--- src/rtl/fetch_stage_if.sv ---
// rtl/fetch_stage_if.sv - bus bundle between the fetch stage, instruction memory, execute and decode
//
// Purpose: groups every handshake/data signal of fetch_stage so the stage
// and its environment connect through one port each.
// Signal summary:
//   imem_req_valid/ready/addr   request channel to instruction memory
//   imem_rsp_valid/data         in-order response words from memory
//   redirect_valid/pc           control-flow redirect from execute
//   inst_valid/ready            instruction handshake to decode
//   inst_word/inst_pc/op        head-of-buffer instruction, its PC, opcode
//   misalign_err                sticky misaligned-redirect flag
// Modports: master = fetch stage side, slave = environment side.

interface fetch_stage_if #(
  parameter int ADDR_WIDTH = 32,
  parameter int DATA_WIDTH = 32
);
  logic                  imem_req_valid;
  logic                  imem_req_ready;
  logic [ADDR_WIDTH-1:0] imem_req_addr;
  logic                  imem_rsp_valid;
  logic [DATA_WIDTH-1:0] imem_rsp_data;
  logic                  redirect_valid;
  logic [ADDR_WIDTH-1:0] redirect_pc;
  logic                  inst_valid;
  logic                  inst_ready;
  logic [DATA_WIDTH-1:0] inst_word;
  logic [ADDR_WIDTH-1:0] inst_pc;
  logic [6:0]            op;
  logic                  misalign_err;

  modport master (
    output imem_req_valid, imem_req_addr,
    input  imem_req_ready,
    input  imem_rsp_valid, imem_rsp_data,
    input  redirect_valid, redirect_pc,
    output inst_valid, inst_word, inst_pc, op, misalign_err,
    input  inst_ready
  );

  modport slave (
    input  imem_req_valid, imem_req_addr,
    output imem_req_ready,
    output imem_rsp_valid, imem_rsp_data,
    output redirect_valid, redirect_pc,
    input  inst_valid, inst_word, inst_pc, op, misalign_err,
    output inst_ready
  );
endinterface

--- src/rtl/fetch_stage.sv ---
// rtl/fetch_stage.sv - instruction fetch stage with PC, credit-limited requests and output buffer
//
// Purpose: owns the PC, issues word-aligned fetches, buffers returned words
// with their PCs and hands {pc, word, opcode} to decode. Redirects flush the
// buffer and discard responses still in flight for the old path.
// Ports:
//   clk    rising-edge clock
//   rst_n  asynchronous active-low reset
//   bus    fetch_stage_if.master (memory request/response, redirect,
//          decode handshake, misalign_err)

module fetch_stage #(
  parameter int                    ADDR_WIDTH = 32,
  parameter int                    DATA_WIDTH = 32,
  parameter logic [ADDR_WIDTH-1:0] RESET_PC   = '0,
  parameter int                    BUF_DEPTH  = 2
) (
  input  logic          clk,
  input  logic          rst_n,
  fetch_stage_if.master bus
);
  localparam int CW = $clog2(BUF_DEPTH + 1);
  localparam int PW = $clog2(BUF_DEPTH);

  typedef enum logic {RUN = 1'b0, HALT = 1'b1} state_t;

  state_t                r_state;
  logic [ADDR_WIDTH-1:0] r_pc;
  logic [CW-1:0]         r_inflight;
  logic [CW-1:0]         r_drop;
  logic [CW-1:0]         r_count;
  logic                  r_misalign;
  logic [PW-1:0]         r_buf_rd;
  logic [PW-1:0]         r_buf_wr;
  logic [PW-1:0]         r_tag_rd;
  logic [PW-1:0]         r_tag_wr;
  logic [DATA_WIDTH-1:0] r_buf_data [BUF_DEPTH];
  logic [ADDR_WIDTH-1:0] r_buf_pc   [BUF_DEPTH];
  logic [ADDR_WIDTH-1:0] r_tag      [BUF_DEPTH];

  logic [CW:0] w_occupancy;
  logic        w_credit;
  logic        w_req_fire;
  logic        w_pop;
  logic        w_push;
  logic        w_empty;
  logic        w_dropping;

  // Requests in flight plus words already buffered may never exceed the
  // buffer size, so every response that is kept has a free slot.
  assign w_occupancy = {1'b0, r_inflight} + {1'b0, r_count};
  assign w_credit    = w_occupancy < (CW+1)'(BUF_DEPTH);

  // rst_n gates the request so it is low throughout reset and can rise in
  // the first cycle after release.
  assign bus.imem_req_valid = rst_n & (r_state == RUN) & w_credit & ~bus.redirect_valid;
  assign bus.imem_req_addr  = r_pc;
  assign w_req_fire         = bus.imem_req_valid & bus.imem_req_ready;

  assign w_empty        = (r_count == '0);
  assign bus.inst_valid = ~w_empty;
  assign w_pop          = bus.inst_valid & bus.inst_ready;
  assign w_dropping     = (r_drop != '0);
  assign w_push         = bus.imem_rsp_valid & ~w_dropping & ~bus.redirect_valid;

  assign bus.inst_word    = w_empty ? '0 : r_buf_data[r_buf_rd];
  assign bus.inst_pc      = w_empty ? '0 : r_buf_pc[r_buf_rd];
  assign bus.op           = bus.inst_word[6:0];
  assign bus.misalign_err = r_misalign;

  always_ff @(posedge clk or negedge rst_n) begin
    if (!rst_n) begin
      r_state    <= RUN;
      r_pc       <= RESET_PC;
      r_inflight <= '0;
      r_drop     <= '0;
      r_count    <= '0;
      r_misalign <= 1'b0;
      r_buf_rd   <= '0;
      r_buf_wr   <= '0;
      r_tag_rd   <= '0;
      r_tag_wr   <= '0;
    end else if (bus.redirect_valid) begin
      // Every request still outstanding after this cycle belongs to the old
      // path; a response arriving right now is discarded as well.
      r_pc       <= bus.redirect_pc;
      r_inflight <= r_inflight - CW'(bus.imem_rsp_valid);
      r_drop     <= r_inflight - CW'(bus.imem_rsp_valid);
      r_count    <= '0;
      r_buf_rd   <= '0;
      r_buf_wr   <= '0;
      r_tag_rd   <= '0;
      r_tag_wr   <= '0;
      if (bus.redirect_pc[1:0] != 2'b00) begin
        r_state    <= HALT;
        r_misalign <= 1'b1;
      end else begin
        r_state    <= RUN;
        r_misalign <= 1'b0;
      end
    end else begin
      if (w_req_fire) begin
        r_pc     <= r_pc + ADDR_WIDTH'(4);
        r_tag_wr <= r_tag_wr + PW'(1);
      end
      r_inflight <= r_inflight + CW'(w_req_fire) - CW'(bus.imem_rsp_valid);
      if (bus.imem_rsp_valid && w_dropping) begin
        r_drop <= r_drop - CW'(1);
      end
      // Dropped responses never had a tag (the tag queue was flushed with
      // the redirect), so only kept responses advance the tag read pointer.
      if (w_push) begin
        r_buf_wr <= r_buf_wr + PW'(1);
        r_tag_rd <= r_tag_rd + PW'(1);
      end
      if (w_pop) begin
        r_buf_rd <= r_buf_rd + PW'(1);
      end
      r_count <= r_count + CW'(w_push) - CW'(w_pop);
    end
  end

  always_ff @(posedge clk) begin
    if (w_req_fire) begin
      r_tag[r_tag_wr] <= r_pc;
    end
    if (w_push) begin
      r_buf_data[r_buf_wr] <= bus.imem_rsp_data;
      r_buf_pc[r_buf_wr]   <= r_tag[r_tag_rd];
    end
  end

  always @(posedge clk) begin
    if (rst_n && w_push) begin
      assert (r_count != CW'(BUF_DEPTH) || w_pop);
    end
  end
endmodule

--- src/flat_wrapper.sv ---
// flat-port wrapper written by rule: the top's interface ports become plain ports
module fetch_stage_flat 
#(
  parameter int                    ADDR_WIDTH = 32,
  parameter int                    DATA_WIDTH = 32,
  parameter logic [ADDR_WIDTH-1:0] RESET_PC   = '0,
  parameter int                    BUF_DEPTH  = 2
)
  (clk, rst_n, bus_imem_req_valid, bus_imem_req_addr, bus_imem_req_ready, bus_imem_rsp_valid, bus_imem_rsp_data, bus_redirect_valid, bus_redirect_pc, bus_inst_valid, bus_inst_word, bus_inst_pc, bus_op, bus_misalign_err, bus_inst_ready);
  fetch_stage_if #(.ADDR_WIDTH(ADDR_WIDTH), .DATA_WIDTH(DATA_WIDTH)) bus_i ();
  input  logic clk;
  input  logic rst_n;
  output wire logic [$bits(bus_i.imem_req_valid)-1:0] bus_imem_req_valid;
  output wire logic [$bits(bus_i.imem_req_addr)-1:0] bus_imem_req_addr;
  input wire logic [$bits(bus_i.imem_req_ready)-1:0] bus_imem_req_ready;
  input wire logic [$bits(bus_i.imem_rsp_valid)-1:0] bus_imem_rsp_valid;
  input wire logic [$bits(bus_i.imem_rsp_data)-1:0] bus_imem_rsp_data;
  input wire logic [$bits(bus_i.redirect_valid)-1:0] bus_redirect_valid;
  input wire logic [$bits(bus_i.redirect_pc)-1:0] bus_redirect_pc;
  output wire logic [$bits(bus_i.inst_valid)-1:0] bus_inst_valid;
  output wire logic [$bits(bus_i.inst_word)-1:0] bus_inst_word;
  output wire logic [$bits(bus_i.inst_pc)-1:0] bus_inst_pc;
  output wire logic [$bits(bus_i.op)-1:0] bus_op;
  output wire logic [$bits(bus_i.misalign_err)-1:0] bus_misalign_err;
  input wire logic [$bits(bus_i.inst_ready)-1:0] bus_inst_ready;
  assign bus_imem_req_valid = bus_i.imem_req_valid;
  assign bus_imem_req_addr = bus_i.imem_req_addr;
  assign bus_i.imem_req_ready = bus_imem_req_ready;
  assign bus_i.imem_rsp_valid = bus_imem_rsp_valid;
  assign bus_i.imem_rsp_data = bus_imem_rsp_data;
  assign bus_i.redirect_valid = bus_redirect_valid;
  assign bus_i.redirect_pc = bus_redirect_pc;
  assign bus_inst_valid = bus_i.inst_valid;
  assign bus_inst_word = bus_i.inst_word;
  assign bus_inst_pc = bus_i.inst_pc;
  assign bus_op = bus_i.op;
  assign bus_misalign_err = bus_i.misalign_err;
  assign bus_i.inst_ready = bus_inst_ready;
  fetch_stage #(.ADDR_WIDTH(ADDR_WIDTH), .DATA_WIDTH(DATA_WIDTH), .RESET_PC(RESET_PC), .BUF_DEPTH(BUF_DEPTH)) u_core (.clk(clk), .rst_n(rst_n), .bus(bus_i));
endmodule
--- config.mk ---
export PLATFORM = sky130hd
export DESIGN_NAME = fetch_stage_flat
export DESIGN_NICKNAME = d
export VERILOG_FILES = /design/src/rtl/fetch_stage_if.sv /design/src/rtl/fetch_stage.sv /design/src/flat_wrapper.sv
export SDC_FILE = /design/constraint.sdc
export NUM_CORES = 1
export LEC_CHECK = 0
export ABC_AREA = 0
export CAP_MARGIN = 10
export CORE_MARGIN = 2
export CORE_UTILIZATION = 40
export DETAILED_ROUTE_END_ITERATION = 8
export GPL_ROUTABILITY_DRIVEN = 0
export PLACE_DENSITY = 0.66
export REMOVE_ABC_BUFFERS = 1
export SLEW_MARGIN = 25
export SYNTH_ARGS = -nofsm -noshare
export SYNTH_HDL_FRONTEND = slang
export SYNTH_SLANG_ARGS = --single-unit
--- constraint.sdc ---
create_clock -name clk -period 5.8 [get_ports clk]
set_clock_uncertainty 0.2 [all_clocks]
set_input_delay 0.87 -clock clk [delete_from_list [all_inputs] [get_ports clk]]
set_output_delay 0.87 -clock clk [all_outputs]
set_load 0.02 [all_outputs]
* Word level (Yosys, flattened, before mapping)
Memory sizes are Yosys's and may differ from the RTL's. Index checks and enable logic that the tools add are counted.
Operators by class: $add $sub $neg 12, magnitude comparators 1, mux-type cells 21, bitwise operators 11, reduce and logical (&&, ||, !) cells 8
Operators by type and width (number):
- 32-bit 2-to-1 mux | 4
- 32-bit by 3-bit adder with 32-bit output (second input constant) | 1
- 1-bit 2-to-1 mux | 13
- 2-bit nonzero test | 6
- 2-bit 2-to-1 mux | 4
- 1-bit AND | 7
- 2-bit by 1-bit subtractor with 2-bit output | 3
- 1-bit adder (second input constant) | 4
- 2-bit by 1-bit adder with 2-bit output | 2
- 1-bit inverter | 4
- 2-bit by 2-bit adder with 3-bit output | 1
- 3-bit by 2-bit less-than comparator with 1-bit output (second input constant) | 1
- 2-bit zero test | 1
- 2-bit by 1-bit subtractor with 2-bit output (second input constant) | 1
- 1-bit logical AND | 1
Storage, ports and cells: flip-flop bits (word level) 43, memory bits (writable) 192, input port bits 70, output and inout port bits 106, word-level logic and storage cells 65, memories kept 3
Memory list:
- u_core.r_buf_data | depth 2, bits a word 32, read ports 1, clocked after memory_dff 0, wr ports 1, line fetch_stage.sv:37 | logic [DATA_WIDTH-1:0] r_buf_data [BUF_DEPTH];
- u_core.r_buf_pc | depth 2, bits a word 32, read ports 1, clocked after memory_dff 0, wr ports 1, line fetch_stage.sv:38 | logic [ADDR_WIDTH-1:0] r_buf_pc [BUF_DEPTH];
- u_core.r_tag | depth 2, bits a word 32, read ports 1, clocked after memory_dff 0, wr ports 1, line fetch_stage.sv:39 | logic [ADDR_WIDTH-1:0] r_tag [BUF_DEPTH];

* Logic depth before layout (Yosys ltp)
word-level depth 8, gate-level depth with buffers 10, gate-level depth less buffers 8

* Worst setup path before layout
OpenSTA, ideal clock, no wires.
path type input -> register, start point input port bus_redirect_valid, end point memory u_core.r_buf_data[0][0] (enable), library setup time 0.565 ns, arrival 5.840 ns, data required time 5.035 ns, setup slack -0.805 ns, stages on the path 4, buffers on the path 3, path through clkbuf_1 -> clkbuf_1 -> buf_1 -> nor3_1
Between the ends: cells in the longest elaborated chain, start to end 4
RTL lines:
- start, declared | line flat_wrapper.sv:18 | input wire logic [$bits(bus_i.redirect_valid)-1:0] bus_redirect_valid;
- 1-bit inverter | line fetch_stage.sv:64 | assign w_push = bus.imem_rsp_valid & ~w_dropping & ~bus.redirect_valid;
- 1-bit AND | line fetch_stage.sv:64
- 1-bit 2-to-1 mux | line fetch_stage.sv:127 | if (w_push) begin
- 1-bit 2-to-1 mux (not written as such) | line fetch_stage.sv:128 | r_buf_data[r_buf_wr] <= bus.imem_rsp_data;
- end, declared | line fetch_stage.sv:37
Every way passes these cells.

* Final worst setup path
start point register u_core.r_buf_rd, end point output port bus_inst_word[11]
Between the ends: cells in the longest elaborated chain, start to end 2
RTL lines:
- start, declared | line fetch_stage.sv:33 | logic [PW-1:0] r_buf_rd;
- start signal, assigned | line fetch_stage.sv:117 | r_buf_rd <= r_buf_rd + PW'(1);
- memory read 2 x 32 bit
- 32-bit 2-to-1 mux | line fetch_stage.sv:66 | assign bus.inst_word = w_empty ? '0 : r_buf_data[r_buf_rd];
- end, declared | line flat_wrapper.sv:21 | output wire logic [$bits(bus_i.inst_word)-1:0] bus_inst_word;
Every way passes these cells.

==> results.md <==
* Fraction of layout instances using a drive strength above 1 at 0.1107
* Maximum root-to-sink buffer count at 3
* Clock Sink Count at 235
* Number of buffers added for setup after CTS at 0
* Net count of the finished layout at 898
* Startpoint type of the worst setup path: register
* Transition time at the pin with the least slew margin at 0.9748 ns
* I/O Buffers at 175
* Average wire length per cell after detail routing at 17.81 µm
* Number of clock buffers inserted by TritonCTS at 25
* Number of H-tree branching levels at 1
* Count of pins on the block boundary at 176
* Post-CTS sizing at 0
* Initial standard-cell utilization of the core at 0.4080
* Clock latency at the later pin of the worst-skew pair at 0.51 ns
* Worst min-delay path category: in -> async
* Leakage power of the design at 4.185 nW
* Warnings, synthesis at 0
* Area of combinational cells with multiple inputs at 2546 µm²
* First-iteration detailed-routing DRC count at 279
* Result of the run: complete, no violations
* DRC violations left at 0
* Flops & latches, synth at 235
* Total area of sequential cells at 6845 µm²
* Kind of end point of the critical path: output pin
* Arr. time, crit path at 2.92 ns
* Cell Pwr Density at 431.6 nW/µm²
* Mean instance size in the synthesized netlist at 14.73 µm²
* DP Worst Slack at 2.047 ns
* Width of the die at 158.7 µm
* Total die area at 25,200 µm²
* Number of vias in the routed layout at 5,809
* Number of buffers inserted by hold repair at cts at 0
* Category of the most critical setup path: reg -> out
* Antenna diode count at 0
* Final setup violation count at 0
* Peak Freq at 0.2508 GHz
* Clock transition time at the flip-flop clock pins of the worst setup and hold paths at 0.06 ns
* Clock tree from TritonCTS: built
* VDD IR-drop max at 0.0002240 V
* Largest net degree at the start of global routing at 65
* R2R Path Start: u_core.r_count[0]$_DFF_PN0_
* Final total negative setup slack at 0 ns
* Depth of the worst register-to-register path at 6
* Worst R2R Setup Slack at 2.35 ns
* Number of antenna violations at the first check in global routing at 0
* Wire length reported by the detailed router at 20,640 µm
* Post-synthesis sequential area ratio at 0.7144
* R2r endpoint: u_core.r_tag[0][16]$_DFFE_PP_
* Clk Tree Root Cell: clkbuf_16
* Number of cells produced by synthesis at 650
* Number of maximum-capacitance constraint violations at 0
* Final-layout fill cell count at 1,949
* Length of the first detailed-routing pass in iterations at 5
* Period minus WS final at 3.987 ns
* Via-per-instance ratio at 5.012
* Distinct cell type count after synthesis at 48
* Largest fanout of any net on the critical path at 48
* ANT nets after route at 0
* Wire length of the first global-routing pass at 32,060 µm
* HPWL Detailed at 13,130 µm
* Via count of the first global-routing pass at 5,793
* Worst Path Required at 4.73 ns
* Die height at 158.7 µm
* Number of max-slew violations in the final report at 0
* Worst relative slew slack at 0.3441
* Number of core rows at 56
* Final setup slack of the worst path at 1.813 ns
* Setup repair after global routing missed its margin: false
* Fraction of the cycle the final worst path needs at 0.6875
* Final Power at 5.365 mW
* Grt total ovfl at 0
* Netlist area before placement at 9577 µm²
* All-Layer GR Usage at 0.1605
* Standard cell core area at 23,470 µm²
* Hold violation count in the final report at 0
* P&R area growth vs syn at 29.79%
## cell type report
cell class / instances / area share
clock buffer: 33 / 0.05516
clock inverter: 12 / 0.009160
inverter: 10 / 0.003020
multi-input combinational: 367 / 0.2049
sequential: 235 / 0.5507
tap: 319 / 0.03211
timing repair buffer: 183 / 0.1450
## registers in the layout, summed over array words and instances, names as in the netlist
name,flops
u_core.bus.imem_req_addr,32
u_core.r_buf_rd,1
u_core.r_inflight,2
u_core.r_buf_pc,64
u_core.r_buf_wr,1
u_core.r_drop,2
u_core.r_buf_data,64
u_core.r_tag_rd,1
u_core.r_state,1
u_core.r_tag_wr,1
u_core.r_count,2
u_core.r_tag,64
## worst max-delay path by stage
stage                                           start                                end  slack, ns  depth (start not counted)
after CTS                 u_core.r_buf_rd$_DFFE_PN0P_                   bus_inst_word[9]       1.75                          4
after detailed placement           bus_imem_req_ready      u_core.r_tag[0][10]$_DFFE_PP_       2.05                          4
after global placement             bus_imem_req_ready       u_core.r_tag[0][4]$_DFFE_PP_       2.05                          4
final                     u_core.r_buf_rd$_DFFE_PN0P_                  bus_inst_word[11]       1.81                          4
after floorplan                    bus_redirect_valid  u_core.r_buf_data[0][0]$_DFFE_PP_      -0.30                          1
after global routing      u_core.r_buf_rd$_DFFE_PN0P_                   bus_inst_word[0]       1.64                          4
## kinds of logic after synthesis
kind of cell             Yosys count  share of synthesized area
multiplexers                      99                     0.1079
AO/OA/AOI/OAI                     57                    0.04011
XOR/XNOR                          15                    0.01372
AND/OR/NAND/NOR                  190                    0.09263
adder cells (fa/ha/maj)            6                   0.008623
flip-flops                       235                     0.7144
buffers and inverters             48                    0.02260
## synthesized netlist by cell type (all sizes together)
cell / count / area [µm²]
a211oi: 1 / 7.510
a21o: 1 / 7.510
a21oi: 5 / 25.02
a221o: 1 / 10.01
a22oi: 4 / 30.03
a311o: 1 / 10.01
a31o: 4 / 35.04
a31oi: 3 / 18.77
a32oi: 1 / 8.760
a41oi: 1 / 8.760
and2: 5 / 31.28
and3: 3 / 18.77
and4: 2 / 17.52
buf: 19 / 107.6
clkbuf: 19 / 71.32
dfrtp: 43 / 1076
edfxtp: 192 / 5766
fa: 1 / 20.02
ha: 5 / 62.56
inv: 10 / 37.54
mux2: 34 / 382.9
mux2i: 65 / 650.6
nand2: 37 / 138.9
nand2b: 1 / 6.260
nand3: 19 / 100.1
nand3b: 1 / 7.510
nand4: 14 / 87.58
nand4b: 1 / 8.760
nand4bb: 1 / 27.53
nor2: 90 / 337.8
nor2b: 2 / 12.51
nor3: 6 / 40.04
nor4: 3 / 18.77
o211ai: 7 / 52.55
o21ai: 20 / 100.1
o221ai: 1 / 8.760
o311ai: 7 / 61.31
or3: 3 / 18.77
or4: 2 / 15.01
xnor2: 7 / 61.31
xor2: 8 / 70.07
## power breakdown
part           total, mW  leakage [nW]  internal (mW)  switching, mW
clock network       1.54         0.387          0.918          0.620
registers           2.13          2.26           1.98          0.153
logic               1.70          1.54          0.796          0.900
total               5.37          4.19           3.69           1.67
## cell usage in the layout (no fill, tap or decap), types with 3 or more instances in the layout
| cell type | Yosys | routed |
|---|---|---|
| a21oi_1 | 5 | 5 |
| a22oi_1 | 4 | 4 |
| a31o_2 | 3 | 3 |
| a31oi_1 | 3 | 3 |
| and2_1 | 5 | 4 |
| and3_1 | 3 | 3 |
| buf_4 | 7 | 8 |
| clkbuf_1 | 19 | 5 |
| clkbuf_16 | 0 | 25 |
| clkbuf_8 | 0 | 3 |
| clkdlybuf4s50_1 | 0 | 173 |
| clkinv_1 | 0 | 4 |
| clkinv_2 | 0 | 3 |
| dfrtp_1 | 43 | 42 |
| edfxtp_1 | 192 | 192 |
| ha_1 | 5 | 5 |
| inv_1 | 10 | 10 |
| mux2_2 | 34 | 34 |
| mux2i_1 | 65 | 65 |
| nand2_1 | 37 | 37 |
| nand3_1 | 18 | 18 |
| nand4_1 | 14 | 14 |
| nor2_1 | 90 | 88 |
| nor3_2 | 2 | 4 |
| nor4_1 | 3 | 3 |
| o211ai_1 | 7 | 7 |
| o21ai_0 | 19 | 19 |
| o311ai_0 | 6 | 6 |
| or3_1 | 3 | 3 |
| xnor2_1 | 7 | 7 |
| xor2_1 | 8 | 8 |
## stage by stage
step / hold WS [ns] / std cells / utilization / area (µm²)
2_1_floorplan: 0.2644 / 612 / - / 9398
3_3_place_gp: 0.3043 / 1114 / 0.4955 / 11630
3_5_place_dp: 0.3126 / 1114 / 0.4955 / 11630
4_1_cts: 0.3188 / 1159 / 0.5295 / 12430
5_1_grt: 0.3473 / 1159 / 0.5295 / 12430
6_report: 0.3063 / 1159 / 0.5295 / 12430
## critical path: stages, from the launching register on
cell             delay, ns
dfrtp_4               1.04
buf_4                 0.45
mux2i_1               0.26
nor2_1                0.06
clkdlybuf4s50_1       0.57
## metal layers
| metal | wire length (µm) | part of all wire | track usage |
|---|---|---|---|
| met5 | 0 | 0 | 0 |
| met4 | 327 | 0.016 | 0.03837 |
| met3 | 1197 | 0.058 | 0.03448 |
| met2 | 10060 | 0.49 | 0.2725 |
| met1 | 9060 | 0.44 | 0.2113 |
Note: power is estimated with default switching activity, not from simulation.
